$ cat config.mk
export PLATFORM = sky130hd
export DESIGN_NAME = if_fetch_bridge
export DESIGN_NICKNAME = d
export VERILOG_FILES = /design/src/rtl/if_fetch_bridge.sv
export SDC_FILE = /design/constraint.sdc
export NUM_CORES = 1
export LEC_CHECK = 0
export CELL_PAD_IN_SITES_DETAIL_PLACEMENT = 1
export CELL_PAD_IN_SITES_GLOBAL_PLACEMENT = 2
export CORE_MARGIN = 10
export CORE_UTILIZATION = 24
export CTS_CLUSTER_DIAMETER = 30
export DETAILED_ROUTE_END_ITERATION = 16
export HOLD_SLACK_MARGIN = 0.02
export PLACE_DENSITY_LB_ADDON = 0.1
export SYNTH_ARGS = -nofsm -noshare
export SYNTH_HDL_FRONTEND = slang
export SYNTH_SLANG_ARGS = --single-unit
$ cat constraint.sdc
create_clock -name clk_in -period 2.06 [get_ports clk_in]
set_input_delay 0.412 -clock clk_in [delete_from_list [all_inputs] [get_ports clk_in]]
set_output_delay 0.412 -clock clk_in [all_outputs]
set_load 0.01 [all_outputs]
$ cat src/rtl/if_fetch_bridge.sv
// -----------------------------------------------------------------------------
// if_fetch_bridge
//
// Instruction-fetch responder for the RV32I IF stage. It takes the fetch
// address from pc_reg and runs a request/acknowledge read on the instruction
// bus. Each fetched instruction is presented with its PC to the IF/ID
// register. The PC is held through stall_req_out, so it advances exactly
// once per delivered instruction. A jump flush drops any fetch that is
// still in flight.
//
// Ports
//   clk_in, reset_in     clock, synchronous active-high reset
//   pc_in                fetch address from pc_reg
//   chip_enable_in       fetching allowed only while high
//   jump_flush_in        branch/jump redirect this cycle
//   stall_in             pipeline stall vector; bit 1 freezes IF/ID
//   bus_req_out          bus read request
//   bus_addr_out         bus read address, stable while bus_req_out is high
//   bus_ack_in           single-cycle acknowledge, data valid in same cycle
//   bus_rdata_in         bus read data
//   inst_out             fetched instruction (NOP_INST when not valid)
//   inst_pc_out          address of inst_out
//   inst_valid_out       inst_out / inst_pc_out are valid
//   misalign_out         delivered entry came from a misaligned address
//   stall_req_out        asks ctrl to hold the PC
// -----------------------------------------------------------------------------
module if_fetch_bridge #(
  parameter int                    ADDR_WIDTH = 32,
  parameter int                    DATA_WIDTH = 32,
  parameter logic [DATA_WIDTH-1:0] NOP_INST   = 32'h00000013
) (
  input  logic                  clk_in,
  input  logic                  reset_in,
  input  logic [ADDR_WIDTH-1:0] pc_in,
  input  logic                  chip_enable_in,
  input  logic                  jump_flush_in,
  input  logic [5:0]            stall_in,
  output logic                  bus_req_out,
  output logic [ADDR_WIDTH-1:0] bus_addr_out,
  input  logic                  bus_ack_in,
  input  logic [DATA_WIDTH-1:0] bus_rdata_in,
  output logic [DATA_WIDTH-1:0] inst_out,
  output logic [ADDR_WIDTH-1:0] inst_pc_out,
  output logic                  inst_valid_out,
  output logic                  misalign_out,
  output logic                  stall_req_out
);

  // Level of stall_in[1] that freezes IF/ID.
  localparam logic STOP = 1'b1;

  typedef enum logic [1:0] {IDLE, ISSUE, REQ, RESP} state_t;

  state_t                  state, state_d;
  logic                    discard, discard_d;
  logic [ADDR_WIDTH-1:0]   addr_q, addr_d;
  logic [DATA_WIDTH-1:0]   inst_q, inst_d;
  logic [ADDR_WIDTH-1:0]   pc_q, pc_d;
  logic                    valid_q, valid_d;
  logic                    mis_q, mis_d;
  logic                    misaligned;

  assign misaligned = (addr_q[1:0] != 2'b00);

  // NOTE: every variable gets its default first, so no path can leave one
  // unassigned and infer a latch.
  always_comb begin
    state_d   = state;
    discard_d = discard;
    addr_d    = addr_q;
    inst_d    = inst_q;
    pc_d      = pc_q;
    valid_d   = valid_q;
    mis_d     = mis_q;

    if (!chip_enable_in) begin
      state_d   = IDLE;
      discard_d = 1'b0;
      valid_d   = 1'b0;
      mis_d     = 1'b0;
    end else begin
      unique case (state)
        IDLE: begin
          addr_d  = pc_in;
          state_d = REQ;
        end
        ISSUE: begin
          // Wait out the flush so the jump target is what gets latched.
          if (!jump_flush_in) begin
            addr_d  = pc_in;
            state_d = REQ;
          end
        end
        REQ: begin
          if (misaligned) begin
            // No bus access. Deliver a NOP tagged as misaligned, unless
            // this fetch is being thrown away.
            if (discard || jump_flush_in) begin
              discard_d = 1'b0;
              state_d   = ISSUE;
            end else begin
              inst_d  = NOP_INST;
              pc_d    = addr_q;
              valid_d = 1'b1;
              mis_d   = 1'b1;
              state_d = RESP;
            end
          end else if (bus_ack_in) begin
            // A flush in the ack cycle wins over the returning data.
            if (discard || jump_flush_in) begin
              discard_d = 1'b0;
              state_d   = ISSUE;
            end else begin
              inst_d  = bus_rdata_in;
              pc_d    = addr_q;
              valid_d = 1'b1;
              mis_d   = 1'b0;
              state_d = RESP;
            end
          end else if (jump_flush_in) begin
            // The request cannot be withdrawn. Remember to drop its data.
            discard_d = 1'b1;
          end
        end
        RESP: begin
          if (jump_flush_in) begin
            valid_d = 1'b0;
            state_d = ISSUE;
          end else if (stall_in[1] != STOP) begin
            valid_d = 1'b0;
            mis_d   = 1'b0;
            addr_d  = pc_in;
            state_d = REQ;
          end
        end
        default: state_d = IDLE;
      endcase
    end
  end

  // NOTE: sequential state uses non-blocking assignments, so every register
  // samples values from before the edge.
  always_ff @(posedge clk_in) begin
    if (reset_in) begin
      state   <= IDLE;
      discard <= 1'b0;
      addr_q  <= '0;
      inst_q  <= NOP_INST;
      pc_q    <= '0;
      valid_q <= 1'b0;
      mis_q   <= 1'b0;
    end else begin
      state   <= state_d;
      discard <= discard_d;
      addr_q  <= addr_d;
      inst_q  <= inst_d;
      pc_q    <= pc_d;
      valid_q <= valid_d;
      mis_q   <= mis_d;
    end
  end

  assign bus_req_out    = (state == REQ) && !misaligned;
  assign bus_addr_out   = bus_req_out ? addr_q : '0;
  assign inst_out       = valid_q ? inst_q : NOP_INST;
  assign inst_pc_out    = pc_q;
  assign inst_valid_out = valid_q;
  assign misalign_out   = mis_q;

  // The PC may advance only in the completion cycle of a fetch that is kept.
  assign stall_req_out = chip_enable_in &&
                         !((state == REQ) && !discard &&
                           (bus_ack_in || misaligned) && !jump_flush_in);

endmodule
==> results.md <==
- Via count: 4031
- Met2 GRT Util: 21.3%
- Clock slew at reported path FFs: 0.07 ns
- Port bufs: 167
- Max FO, Critical Path: 6
- Final net count: 754
- Final setup margin: -0.0955 ns
- Most common cell on crit path: buf_6
- Worst r2r src: addr_q[1]
- Hold path cells: 2
- Drt wl/cell: 18.1 um
- Reg2Reg Depth: 7
- Final GP Congestion: 0.736
- Die area: 23600 um^2
- R2r setup slk: 0.19 ns
- Reg power frac: 45.1%
- Clock Sinks: 101
- Setup Viol. Count Final: 12
- Synth area leader: dfxtp_1
- P per Cell Area: 655 nW/um^2
- Clock share of power: 42.0%
- Post-DP HPWL: 10900 um
- Post-layout min period: 2.16 ns
- Core Region: 17400 um^2
- Via density: 4.43
- Failing checks: setup timing
- Worst min path class: reg2reg
- Yosys warnings: 0
- #FFs+latches synth: 101
- Primary FF master, synth: dfxtp_1
- Fraction of layout cells with a size suffix above 1: 19.6%
- Remaining Overflow, GRT: 0
- Synthesized area: 4290 um^2
- Clk buf depth: 2
- CTS tree: done
- Clk root buf: clkbuf_16
- Top cells by area, synth: dfxtp_1 47%, and2_1 8.6%, nand2_1 8.2%
- Initial core utilization: 24.7%
- Initial DRC count: 132
- Placed cells: 873
- Most common cell in the netlist: dfxtp_1
- Hold Crit Endpoint: inst_pc_out[2]
- Internal Pwr Total: 3.47 mW
- Sequential share of the synthesized area: 47.1%
- Critical path's largest stage delay: 0.32 ns
- Antenna Nets Post-Route: 0
- Max-Cap Viols: 0
- Worst-Skew Late Latency: 0.35 ns
- Number of synthesized flops with an enable pin: 0
- N_diodes: 0
- First-pass detailed-route iteration total: 4
- Pwr Total: 4.53 mW
- RSZ-0062 raised after global routing: true
- Clock Skews: 0.00946 ns
- M1 GR Usage: 16.1%
- Overall Global Routing Usage: 13.4%
- Met3 GRT Util: 5.19%
- CP Class: reg2out
- Max frequency: 464 MHz
- CTS buffer count: 9
- Post-Layout Cell Count: 909
- Post-synth cell types: 34
- Routed WL: 16500 um
- Busiest grt layer: met2
- Die X: 154 um
- Crit end category: output port
- Slowest-stage cell, CP: dfxtp_2
- CP required: 1.65 ns
- Area growth syn-to-layout: 61.3%
- FF-to-FF End: inst_pc_out[6]
- Synth cell count leaders: 101 x dfxtp_1, 94 x nand2_1, 59 x and2_1
- NetSw: 1.06 mW
- Min-delay src: inst_pc_out[2]
- Initial antenna violation count: 0
- Rows: 48
- Post-Synthesis Cells: 496
- Setup TNS: -0.801 ns
- Worst vdd ir: 0.354 mV
- Logic pwr share: 12.9%
- Status: finished, violations left
- Sw Ratio: 23.5%
- Final Hold Viols: 0
- Post-synth top area share: 47.1%
- DRC errors left: 0
- Vias in the first global route: 4277
- Hold_buf cts: 0
- P_leak: 2.82 nW
- I/O pin count: 175
- Ys async rst share: 0%
- Worst Setup Start Kind: flop
- H-tree depth: 3
- Mean area per synthesized cell: 8.66 um^2
- Slew Viols, Final: 0
- Die height: 154 um
- Critical Path AT: 1.74 ns
- Final cycle utilization of the critical path: 105%
- First-pass GRT wire length: 25100 um
- Pin count of the biggest net entering global routing: 64
- Cell Chain, Critical Path: or2_4 > nor2b_4 > buf_12 > buf_8 > buf_6 > and2_4 > buf_6
worst max-delay path: cells and delay by family, from the launching register on:
kind                   cells  cell delay [ns]
DFF                        1             0.32
buffers and inverters      4             0.45
and+or+nand+nor            3             0.61
area by class of cell:
type                    instances  area [um^2]
fillers                      1994        10500
repair buffers                212         2170
multi-input cells             353         2110
flip-flops and latches        101         2030
well taps                     225          282
clock buffers                  13          260
clock inverters                 3         67.6
inverters                       2         7.51
stage by stage:
step                worst slack [ns]  util [%]  hold WS, ns  area [um^2]
floorplan                      0.355         -        0.440         4300
global placement              -0.101      35.9        0.442         6250
detailed placement            -0.110      35.9        0.448         6250
CTS                           -0.112      38.7        0.458         6740
global route                  -0.175      39.8        0.484         6930
finish                       -0.0955      39.8        0.453         6930
metal layers:
metal | vias to the layer above | share of wire (%)
li1 | 1989 | -
met1 | 1930 | 45
met2 | 100 | 46
met3 | 12 | 7.6
met4 | 0 | 1.2
met5 | - | 0
logic make-up after synthesis:
group | share of synthesized area, %
buffers and inverters | 6.00
multiplexers | 7.69
other | 0.0873
AND/OR/NAND/NOR | 31.8
flip-flops | 47.1
AO/OA/AOI/OAI | 7.37
flip-flops by register name, summed over array words and instances (netlist names):
register / flops
inst_pc_out: 32
inst_q: 32
state: 2
addr_q: 32
inst_valid_out: 1
discard: 1
misalign_out: 1
power groups by stage:
stage / registers [mW] / clock network (mW) / logic (mW)
finish: 2.05 / 1.90 / 0.585
global route: 2.05 / 2.05 / 0.634
CTS: 2.04 / 1.97 / 0.567
detailed placement: 2.09 / 0 / 0.502
global placement: 2.08 / 0 / 0.494
floorplan: 2.08 / 0 / 0.235
how the worst max path moves through the flow:
| stage | slack [ns] | end | start |
|---|---|---|---|
| floorplan | 0.36 | bus_addr_out[10] | state[1] |
| global placement | -0.10 | stall_req_out | bus_ack_in |
| detailed placement | -0.11 | stall_req_out | bus_ack_in |
| CTS | -0.11 | bus_addr_out[30] | addr_q[1] |
| global route | -0.18 | bus_addr_out[30] | addr_q[1] |
| finish | -0.1 | bus_addr_out[30] | addr_q[1] |
repair_timing:
action	CTS	global route
pin swaps	2	0
buffers inserted	13	3
gates cloned	4	0
setup endpoints to repair	42	32
gates resized for setup	183	49
cell usage in the layout, fill, tap and decap left out, types with 2 or more instances in the layout:
cell	netlist	final
clkdlybuf4s50_1	0	119
dfxtp_1	101	97
nand2_1	94	94
nor2_1	40	39
buf_6	7	39
a21oi_1	36	36
and2_1	59	33
mux2i_1	33	33
nand3_1	29	29
nand3b_1	29	29
buf_4	9	27
and2_4	0	26
dlygate4sd2_1	0	15
clkbuf_16	0	9
nand2b_1	6	6
buf_12	0	6
nor3_1	4	4
nor3_2	3	3
dfxtp_2	0	3
clkdlybuf4s15_2	0	3
inv_1	2	2
conb_1	1	2
clkbuf_1	17	2
clkbuf_8	0	2
bufinv_16	0	2
(Power assumes the default switching activity.)
